==> src/rtl/prefetch_queue.sv <==
// Instruction prefetch queue: fetches LANES-wide words into a circular buffer of
// {inst, pc} entries and issues one instruction per cycle through an output register.
module prefetch_queue #(
   parameter int unsigned   IW       = 16,
   parameter int unsigned   LANES    = 2,
   parameter int unsigned   DEPTH    = 8,
   parameter int unsigned   AW       = 32,
   parameter logic [AW-1:0] RESET_PC = '0
) (
   input  logic                    clk,
   input  logic                    rst,
   output logic                    fetch_req,
   output logic [AW-1:0]           fetch_addr,
   input  logic                    fetch_valid,
   input  logic [LANES*IW-1:0]     fetch_data,
   input  logic                    stall,
   input  logic                    flush,
   input  logic [AW-1:0]           flush_pc,
   output logic [IW-1:0]           inst,
   output logic [AW-1:0]           inst_pc,
   output logic                    inst_valid,
   output logic [$clog2(DEPTH):0]  count
);

   localparam int unsigned LW         = $clog2(DEPTH);
   localparam int unsigned PW         = LW + 1;
   localparam int unsigned INST_BYTES = IW / 8;
   localparam int unsigned WORD_BYTES = LANES * INST_BYTES;

   logic [IW-1:0] mem_inst_q [DEPTH];
   logic [AW-1:0] mem_pc_q   [DEPTH];

   logic [PW-1:0] wr_ptr_q, wr_ptr_d, rd_ptr_q, rd_ptr_d;
   logic [AW-1:0] fetch_addr_q, fetch_addr_d, req_addr_q, req_addr_d;
   logic [IW-1:0] inst_q, inst_d;
   logic [AW-1:0] inst_pc_q, inst_pc_d;
   logic          inst_valid_q, inst_valid_d;
   logic          pending_q, pending_d, discard_q, discard_d, started_q;

   logic [PW-1:0] count_w, free_w;
   logic          rsp_w, push_w, pop_w;

   // Pointers carry one extra wrap bit so full (count == DEPTH) and empty differ.
   assign count_w = wr_ptr_q - rd_ptr_q;
   assign free_w  = PW'(DEPTH) - count_w;

   assign rsp_w     = fetch_valid & pending_q;
   assign push_w    = rsp_w & ~discard_q & ~flush;
   assign pop_w     = ~flush & ~stall & (count_w != '0);
   assign fetch_req = started_q & ~pending_q & ~flush & (free_w >= PW'(LANES));

   // NOTE: every variable gets its default before any branch, so no latch is inferred.
   always_comb begin
      wr_ptr_d     = wr_ptr_q;
      rd_ptr_d     = rd_ptr_q;
      fetch_addr_d = fetch_addr_q;
      req_addr_d   = req_addr_q;
      pending_d    = pending_q;
      discard_d    = discard_q;
      inst_d       = inst_q;
      inst_pc_d    = inst_pc_q;
      inst_valid_d = inst_valid_q;

      if (fetch_req) begin
         pending_d    = 1'b1;
         req_addr_d   = fetch_addr_q;
         fetch_addr_d = fetch_addr_q + AW'(WORD_BYTES);
      end
      if (rsp_w) begin
         pending_d = 1'b0;
         discard_d = 1'b0;
      end
      if (push_w) wr_ptr_d = wr_ptr_q + PW'(LANES);

      if (pop_w) begin
         rd_ptr_d     = rd_ptr_q + PW'(1);
         inst_d       = mem_inst_q[rd_ptr_q[LW-1:0]];
         inst_pc_d    = mem_pc_q[rd_ptr_q[LW-1:0]];
         inst_valid_d = 1'b1;
      end else if (!stall) begin
         inst_valid_d = 1'b0;
      end

      // Redirect wins over everything; a response still in flight must be dropped later.
      if (flush) begin
         rd_ptr_d     = wr_ptr_q;
         fetch_addr_d = flush_pc;
         inst_valid_d = 1'b0;
         if (pending_q && !fetch_valid) discard_d = 1'b1;
      end
   end

   // NOTE: sequential state uses non-blocking assignments only.
   always_ff @(posedge clk or posedge rst) begin
      if (rst) begin
         wr_ptr_q     <= '0;
         rd_ptr_q     <= '0;
         fetch_addr_q <= RESET_PC;
         req_addr_q   <= '0;
         pending_q    <= 1'b0;
         discard_q    <= 1'b0;
         started_q    <= 1'b0;
         inst_q       <= '0;
         inst_pc_q    <= '0;
         inst_valid_q <= 1'b0;
      end else begin
         wr_ptr_q     <= wr_ptr_d;
         rd_ptr_q     <= rd_ptr_d;
         fetch_addr_q <= fetch_addr_d;
         req_addr_q   <= req_addr_d;
         pending_q    <= pending_d;
         discard_q    <= discard_d;
         started_q    <= 1'b1;
         inst_q       <= inst_d;
         inst_pc_q    <= inst_pc_d;
         inst_valid_q <= inst_valid_d;
      end
   end

   // NOTE: the entry storage has no reset; the pointers alone say which entries are live.
   always_ff @(posedge clk) begin
      if (push_w) begin
         for (int unsigned k = 0; k < LANES; k++) begin
            mem_inst_q[wr_ptr_q[LW-1:0] + LW'(k)] <= fetch_data[k*IW +: IW];
            mem_pc_q[wr_ptr_q[LW-1:0] + LW'(k)]   <= req_addr_q + AW'(k * INST_BYTES);
         end
      end
   end

   assign fetch_addr = fetch_addr_q;
   assign inst       = inst_q;
   assign inst_pc    = inst_pc_q;
   assign inst_valid = inst_valid_q;
   assign count      = count_w;

endmodule

==> config.mk <==
export PLATFORM = sky130hd
export DESIGN_NAME = prefetch_queue
export DESIGN_NICKNAME = d
export VERILOG_FILES = /design/src/rtl/prefetch_queue.sv
export SDC_FILE = /design/constraint.sdc
export NUM_CORES = 1
export LEC_CHECK = 0
export CAP_MARGIN = 0
export CORE_AREA = 3 3 218 220
export DETAILED_ROUTE_END_ITERATION = 12
export DIE_AREA = 0 0 221 223
export GPL_TIMING_DRIVEN = 0
export MAX_ROUTING_LAYER = met4
export PLACE_DENSITY_LB_ADDON = 0.12
export SKIP_CTS_REPAIR_TIMING = 1
export SLEW_MARGIN = 20
export SYNTH_ARGS = -nofsm -noshare
export SYNTH_HDL_FRONTEND = slang
export SYNTH_SLANG_ARGS = --single-unit
==> constraint.sdc <==
create_clock -name clk -period 5 [get_ports clk]
set_input_delay 1.25 -clock clk [delete_from_list [all_inputs] [get_ports clk]]
set_output_delay 1.25 -clock clk [all_outputs]
set_load 0.02 [all_outputs]
; Word level (Yosys, flattened, before mapping)
; Memories as Yosys holds them, arrays and structs flattened. A register that Yosys moved wholly into a read port is not among the register bits.
; Cells that the tools add are included.
[word_totals]
mem_bits_rw = 384
out_inout_bits = 86
in_bits = 69
ff_bits = 76
memories = 2
[op_classes]
eq_ne = 1
mux = 14
reduce_logical = 6
n_addsub = 7
magnitude_cmp = 1
bitwise_logic = 12
[memory_table]
columns = memory, words, word_bits, rd, rd_clocked_by_memory_dff, wr, line
row1 = mem_pc_q, 8, 32, 1, 1, 2, 31  ; logic [AW-1:0] mem_pc_q [DEPTH];
row2 = mem_inst_q, 8, 16, 1, 1, 2, 30  ; logic [IW-1:0] mem_inst_q [DEPTH];
[ops]
columns = cell, count
row1 = $mux 32, 2
row2 = $add 32x2->32 const B, 1
row3 = $add 32x3->32 const B, 1
row4 = $mux 1, 10
row5 = $and 1x1->1, 8
row6 = $mux 4, 2
row7 = $reduce_bool 2->1, 3
row8 = $add 4x1->4 const B, 1
row9 = $add 4x2->4 const B, 1
row10 = $ge 4x2->1 const B, 1
row11 = $not 1->1, 4
row12 = $reduce_bool 4->1, 1
row13 = $sub 4x4->4, 1
row14 = $sub 4x4->4 const A, 1
row15 = $add 3x1->3 const B, 1
row16 = $ne 3x1->1 const B, 1
row17 = $logic_and 1x1->1, 1
row18 = $logic_not 1->1, 1

; Logic depth before layout (Yosys ltp)
; Gate-level depths: netlist (run 1).
[logic_depth]
depth_word = 6
mapped_depth = 13
ltp_nobuf = 8

; Worst setup path before layout (run 1)
; No wires, ideal clock.
[synth_path]
path_kind = in2reg
start = input flush
end = memory mem_inst_q[6][0] (enable)
path_slack_ns = 0.318
setup_ns = 0.466
t_arrival_ns = 4.216
stages = 3
path_buffers = 1
cell_sequence = clkbuf_1 > nor3_1 > and2_1
[synth_lines]
columns = element, line
row1 = "start, declared", 17  ; input logic flush,
row2 = "end, declared", 30

; Worst setup path in the final report (run 1)
[layout_path]
start = register rd_ptr_q[2]
end = output fetch_req
[layout_between]
elab_chain_cells = 4
[layout_rtl]
columns = element, line
row1 = "start, declared", 33  ; logic [PW-1:0] wr_ptr_q, wr_ptr_d, rd_ptr_q, rd_ptr_d;
row2 = "start signal, assigned", 108  ; rd_ptr_q <= rd_ptr_d;
row3 = $sub 4x4->4, 44  ; assign count_w = wr_ptr_q - rd_ptr_q;
row4 = $sub 4x4->4, 45  ; assign free_w = PW'(DEPTH) - count_w;
row5 = $ge 4x2->1, 50  ; assign fetch_req = started_q & ~pending_q & ~flush & (free_w >= PW'(LANES));
row6 = $and 1x1->1, 50
row7 = "end, declared", 12  ; output logic fetch_req,
; Every way passes these cells.

==> flow_summary.json, run 1 <==
{
  "worst_pin_slew_ps": 1010,
  "syn-num-nets": 1270,
  "final_cell_mix": "380 x edfxtp_1, 180 x nand2_1, 153 x clkdlybuf4s50_1",
  "ir_worst_vdd_mv": 0.289,
  "root_buffer": "clkbuf_16",
  "grt_pass1_wl_um": 72700,
  "drive_gt1_frac": 0.215,
  "fin_nets": 1490,
  "powerDensity_nw_per_um2": 601,
  "gp_congestion": 0.862,
  "pwr-share-clk": 0.265,
  "p_sw_w": 0.00489,
  "ctsHtreeMaxLevel": 2,
  "setup_ws_ps": 209,
  "route.detailed.drc": 0,
  "cp.arrival_ps": 3540,
  "clock_sinks": 503,
  "drt_iter0_drc": 978,
  "place_inst": 1951,
  "antenna_left": 0,
  "firstDrtPassIters": 5,
  "design_area_sq_um": 24800,
  "sequentialPowerShare": 0.397,
  "fin_crit_sh": 0.958,
  "place_ws_ps": -1350,
  "ys_ff_latch": 503,
  "maxCapViolations": 0,
  "num_vias": 11200,
  "end_kind": "output pin",
  "grt_max_degree": 79,
  "combPwrFrac": 0.339,
  "core_area_sq_um": 45500,
  "synthTopCellsByArea": "edfxtp_1 56%, dfrtp_1 15%, mux4_2 10%, mux2_2 4.8%, nand2_1 3.3%",
  "synth_area_per_cell_sq_um": 17.2,
  "tritoncts": "yes",
  "layout.cells.non_filler": 2050,
  "async_flop_share": 0.245,
  "status": "finished, final reports clean",
  "crit_required_ps": 3750,
  "hold_class": "flop to flop",
  "die_area_sq_um": 49300,
  "internal_power_w": 0.0100,
  "skew_ps": 19.8,
  "rows": 78,
  "fin_crit_ps": 4790,
  "grt_usage": 0.200,
  "overflow": 0,
  "ys.flop_type": "edfxtp_1",
  "cts_buffer_depth": 3,
  "maxSlewHeadroom": 0.329,
  "die_w_um": 221,
  "portBuffers": 154,
  "max_freq_ghz": 0.209,
  "routed_via_density": 5.45,
  "ys_seq_area_frac": 0.710,
  "dieHeight_um": 223,
  "hpwl_um": 31000,
  "start_util": 0.449,
  "area_delta_synth_final_pct": 21.3,
  "synth_edf_count": 380,
  "ys_warn_count": 0,
  "antenna_found_initial": 0,
  "crit_fanout": 10,
  "cts_buffers": 52,
  "routedWlPerCell_um": 23.2,
  "diodes": 0,
  "fin_util": 0.545,
  "switching_share": 0.328,
  "ios": 155,
  "layout_commonest_cell": "edfxtp_1",
  "synth.largest_area_cell": "edfxtp_1",
  "start_kind": "flop",
  "synth_cell_types": 50,
  "synth_area_sq_um": 20400,
  "clk_pin_slew_ps": 60,
  "synth_cells": 1189,
  "totalWireLength_um": 47600,
  "path_class": "flop to output pin",
  "setup_viol": 0,
  "grt_pass1_vias": 11500,
  "synth_top_area_share": 0.559,
  "hold_viol_final": 0,
  "p_leak_nw": 8.67,
  "slew_viol_final": 0,
  "clock_latency_ps": 590,
  "placed_cell_area_sq_um": 22900
}
## worst paths after layout
check                            start            end  slack, ps  depth (start not counted)
setup / recovery           rd_ptr_q[2]      fetch_req        210                         11
hold / removal                 inst[2]        inst[2]        510                          1
setup reg to reg           rd_ptr_q[2]    inst_pc[14]       1200                         10
hold reg to reg                inst[2]        inst[2]        510                          1
max in group asynchronous          rst  fetch_addr[2]       3130                          3
min in group asynchronous          rst        inst[3]       1100                          2
## power groups by stage
stage	combinational, W	clock (W)	sequential (W)
finish	0.00505	0.00394	0.00591
global route	0.00549	0.00419	0.00599
CTS	0.00501	0.00402	0.00590
detailed placement	0.00499	0	0.00598
global placement	0.00492	0	0.00598
floorplan	0.00297	0	0.00607
## critical path, cell delays in order (launching register included)
cell and delay [ps]:
dfrtp_2 490, buf_6 230, clkinvlp_4 160, ha_1 360, xnor2_2 230, nor3_1 190
xnor3_2 320, and2_1 170, buf_2 170, nor3_4 190, buf_6 200, dlymetal6s2s_1 240
## metrics by stage
stage / power (W) / TNS, ps / hold slack, ps
5_1_grt: 0.0157 / -8.46 / 521
3_3_place_gp: 0.0109 / -1039390 / 489
6_report: 0.0149 / 0 / 505
2_1_floorplan: 0.00904 / 0 / 472
4_1_cts: 0.0149 / -5510 / 510
3_5_place_dp: 0.0110 / -4680 / 496
## cell type report
| cell class | count | area [sq um] |
|---|---|---|
| plain buffers | 55 | 277 |
| clock buffers | 76 | 1470 |
| clock inverters | 19 | 273 |
| fillers | 3705 | 20700 |
| inverters | 19 | 86.3 |
| multi-input cells | 609 | 5620 |
| flip-flops and latches | 503 | 14500 |
| well taps | 600 | 751 |
| repair buffers | 169 | 1790 |
## flip-flops by register name, summed over array words and instances (netlist names), named ones only
name / cells
mem_inst_q: 128
inst: 16
inst_pc: 32
rd_ptr_q: 4
inst_valid: 1
fetch_addr: 32
wr_ptr_q: 3
started_q: 1
req_addr_q: 32
pending_q: 1
mem_pc_q: 252
## kinds of logic after synthesis
kind of cell / count (synthesis) / synth area share
xor+xnor: 59 / 0.0260
flops: 503 / 0.710
mux: 185 / 0.154
compound gates: 64 / 0.0224
simple gates: 288 / 0.0634
fa+ha+maj: 12 / 0.00772
other cells: 1 / 0.000184
buf+inv: 77 / 0.0164
## routing by layer
layer	up-vias	track usage	share of wire
li1	4999	-	-
met4	0	0.0492	0.018
met2	299	0.310	0.48
met3	62	0.0359	0.049
met1	5822	0.279	0.45
met5	-	-	0
## Yosys cell counts (all sizes together), types with 18 or more instances
| library cell | number |
|---|---|
| nand3 | 28 |
| nor2 | 18 |
| edfxtp | 380 |
| nand2 | 180 |
| inv | 19 |
| dfrtp | 123 |
| xnor2 | 42 |
| buf | 26 |
| mux2 | 90 |
| nand4 | 18 |
| clkbuf | 32 |
| o21ai | 18 |
| mux4 | 95 |
(Power assumes the default switching activity.)
==> run 2, diff against run 1 <==
- ABC_AREA: default -> 1
- CORE_AREA: 3 3 218 220 -> 3 3 221 223
- DIE_AREA: 0 0 221 223 -> 0 0 224 226
==> run 2 against run 1 <==
Register-to-register slack improved by 410 ps. Flip-flop and latch count did not move. Largest cell class unchanged. Highest routed layer unchanged. Clock skew fell by 7.9 ps. Largest power group unchanged.
==> flow_summary.json, run 2 <==
{
  "ir_worst_vdd_mv": 0.296,
  "setup_viol": 0,
  "dieHeight_um": 226,
  "drt_iter0_drc": 1455,
  "fin_util": 0.550,
  "path_cells": "inv_2, buf_4, buf_2, clkbuf_4, ha_1, nand3_1, a21oi_1, nand3_1, nand2_2, buf_6, inv_2, dlymetal6s2s_1",
  "cp.arrival_ps": 3530,
  "crit_fanout": 11,
  "skew_ps": 11.9,
  "start_util": 0.452,
  "grt_max_degree": 87,
  "synth_cells": 1888,
  "antenna_left": 0,
  "ios": 155,
  "synthTopCellsByArea": "edfxtp_1 54%, dfrtp_1 15%, nand2_1 8.5%, o21ai_0 4.5%, nor2_1 3.5%",
  "fin_nets": 2197,
  "hpwl_um": 43100,
  "worst_pin_slew_ps": 950,
  "layout.cells.non_filler": 2768,
  "drive_gt1_frac": 0.0787,
  "max_stage_delay_ps": 520,
  "ys_warn_count": 0,
  "slew_viol_final": 0,
  "crit_required_ps": 3750,
  "synth_edf_count": 380,
  "fin_crit_sh": 0.956,
  "portBuffers": 154,
  "routed_via_density": 5.59,
  "route.detailed.drc": 0,
  "die_w_um": 224,
  "syn-num-nets": 1969,
  "rsz0062_at_grt": "no",
  "synth_common_cells": "477 x nand2_1, 380 x edfxtp_1, 197 x nor2_1",
  "slowest_stage": "dfrtp_2",
  "maxSlewHeadroom": 0.367,
  "ctsHtreeMaxLevel": 2,
  "async_flop_share": 0.245,
  "clock_sinks": 503,
  "p_leak_nw": 9.69,
  "path_class": "flop to output pin",
  "hold_viol_final": 0,
  "layout_commonest_cell": "nand2_1",
  "hold_class": "flop to flop",
  "routedWlPerCell_um": 22.7,
  "final_cell_mix": "477 x nand2_1, 380 x edfxtp_1, 193 x nor2_1",
  "rows": 79,
  "synth_area_sq_um": 21100,
  "synth_cell_types": 37,
  "max_freq_ghz": 0.209,
  "largest_reg_flops": 252,
  "cts_buffer_depth": 3,
  "tritoncts": "yes",
  "core_area_sq_um": 46800,
  "synth.largest_area_cell": "edfxtp_1",
  "synth_most_common_cell": "nand2_1",
  "start_kind": "flop",
  "grt_pass1_wl_um": 94800,
  "power.total_w": 0.0147,
  "synth_top_area_share": 0.540,
  "ys_seq_area_frac": 0.686,
  "clock_latency_ps": 600,
  "clk_pin_slew_ps": 60,
  "ys_ff_latch": 503,
  "n_fill_cell": 4036,
  "antenna_found_initial": 1,
  "powerDensity_nw_per_um2": 573,
  "diodes": 0,
  "maxCapViolations": 0,
  "gp_congestion": 0.941,
  "cts_buffers": 54,
  "grt_usage": 0.256,
  "num_vias": 15500,
  "grt_pass1_vias": 15300,
  "root_buffer": "clkbuf_16",
  "status": "finished, final reports clean",
  "area_delta_synth_final_pct": 21.7,
  "place_inst": 2666,
  "die_area_sq_um": 50600,
  "totalWireLength_um": 62900,
  "synth_area_per_cell_sq_um": 11.2,
  "overflow": 0,
  "ys.flop_type": "edfxtp_1",
  "fin_hold_ws_ps": 477,
  "end_kind": "output pin",
  "firstDrtPassIters": 8,
  "fin_crit_ps": 4780
}
[run 2: cell type report]
type	count	area, sq um	share of cell area
plain buffers	100	479	0.0186
clock buffers	81	1590	0.0620
clock inverters	20	218	0.00847
inverters	75	293	0.0114
multi-input cells	1208	5900	0.230
flip-flops and latches	503	14500	0.564
well taps	607	759	0.0295
repair buffers	174	1970	0.0768
[run 2: cell families after synthesis]
group / Yosys count / share of synthesized area
compound gates: 376 / 0.106
xor+xnor: 39 / 0.0162
fa+ha+maj: 12 / 0.00746
buf+inv: 177 / 0.0362
flops: 503 / 0.686
other cells: 1 / 0.000177
simple gates: 780 / 0.148
[run 2: routing by layer]
metal,vias to the layer above,wire [um],global-route usage
met5,-,0,-
met4,0,1670,0.0840
met3,111,4140,0.0328
li1,7120,-,-
met2,600,29900,0.408
met1,7653,27200,0.346
[run 2: worst paths after layout]
path / cells past startpoint / slack, ps / from / endpoint
min reg2reg: 2 / 480 / inst_pc[6] / inst_pc[6]
min in group asynchronous: 2 / 1020 / rst / inst_pc[19]
max reg2reg: 12 / 1610 / rd_ptr_q[2] / inst_pc[29]
min: 2 / 480 / inst_pc[6] / inst_pc[6]
max: 12 / 220 / rd_ptr_q[0] / fetch_req
max in group asynchronous: 3 / 3210 / rst / inst_pc[4]
[run 2: through the flow]
step | setup slack, ps | area, sq um | setup TNS, ps
4_1_cts | -642 | 25700 | -642
5_1_grt | 53.1 | 25700 | 0
2_1_floorplan | -1280 | 21100 | -365470
3_3_place_gp | -4960 | 23400 | -1841640
3_5_place_dp | 28.9 | 23900 | 0
6_report | 219 | 25700 | 0
[run 2: critical path, delay by kind of cell (launching register included)]
family	cells	cell delay, ps
DFF	1	520
and+or+nand+nor	3	430
buffers and inverters	7	1570
adders and majority gates	1	220
AOI/OAI and AO/OA	1	170
[run 2: power by group]
part	leakage, nW	internal [W]	switching [W]
Clock	0.897	0.00241	0.00164
Sequential	4.99	0.00531	0.000680
Combinational	3.80	0.00160	0.00309
Total	9.69	0.00932	0.00540
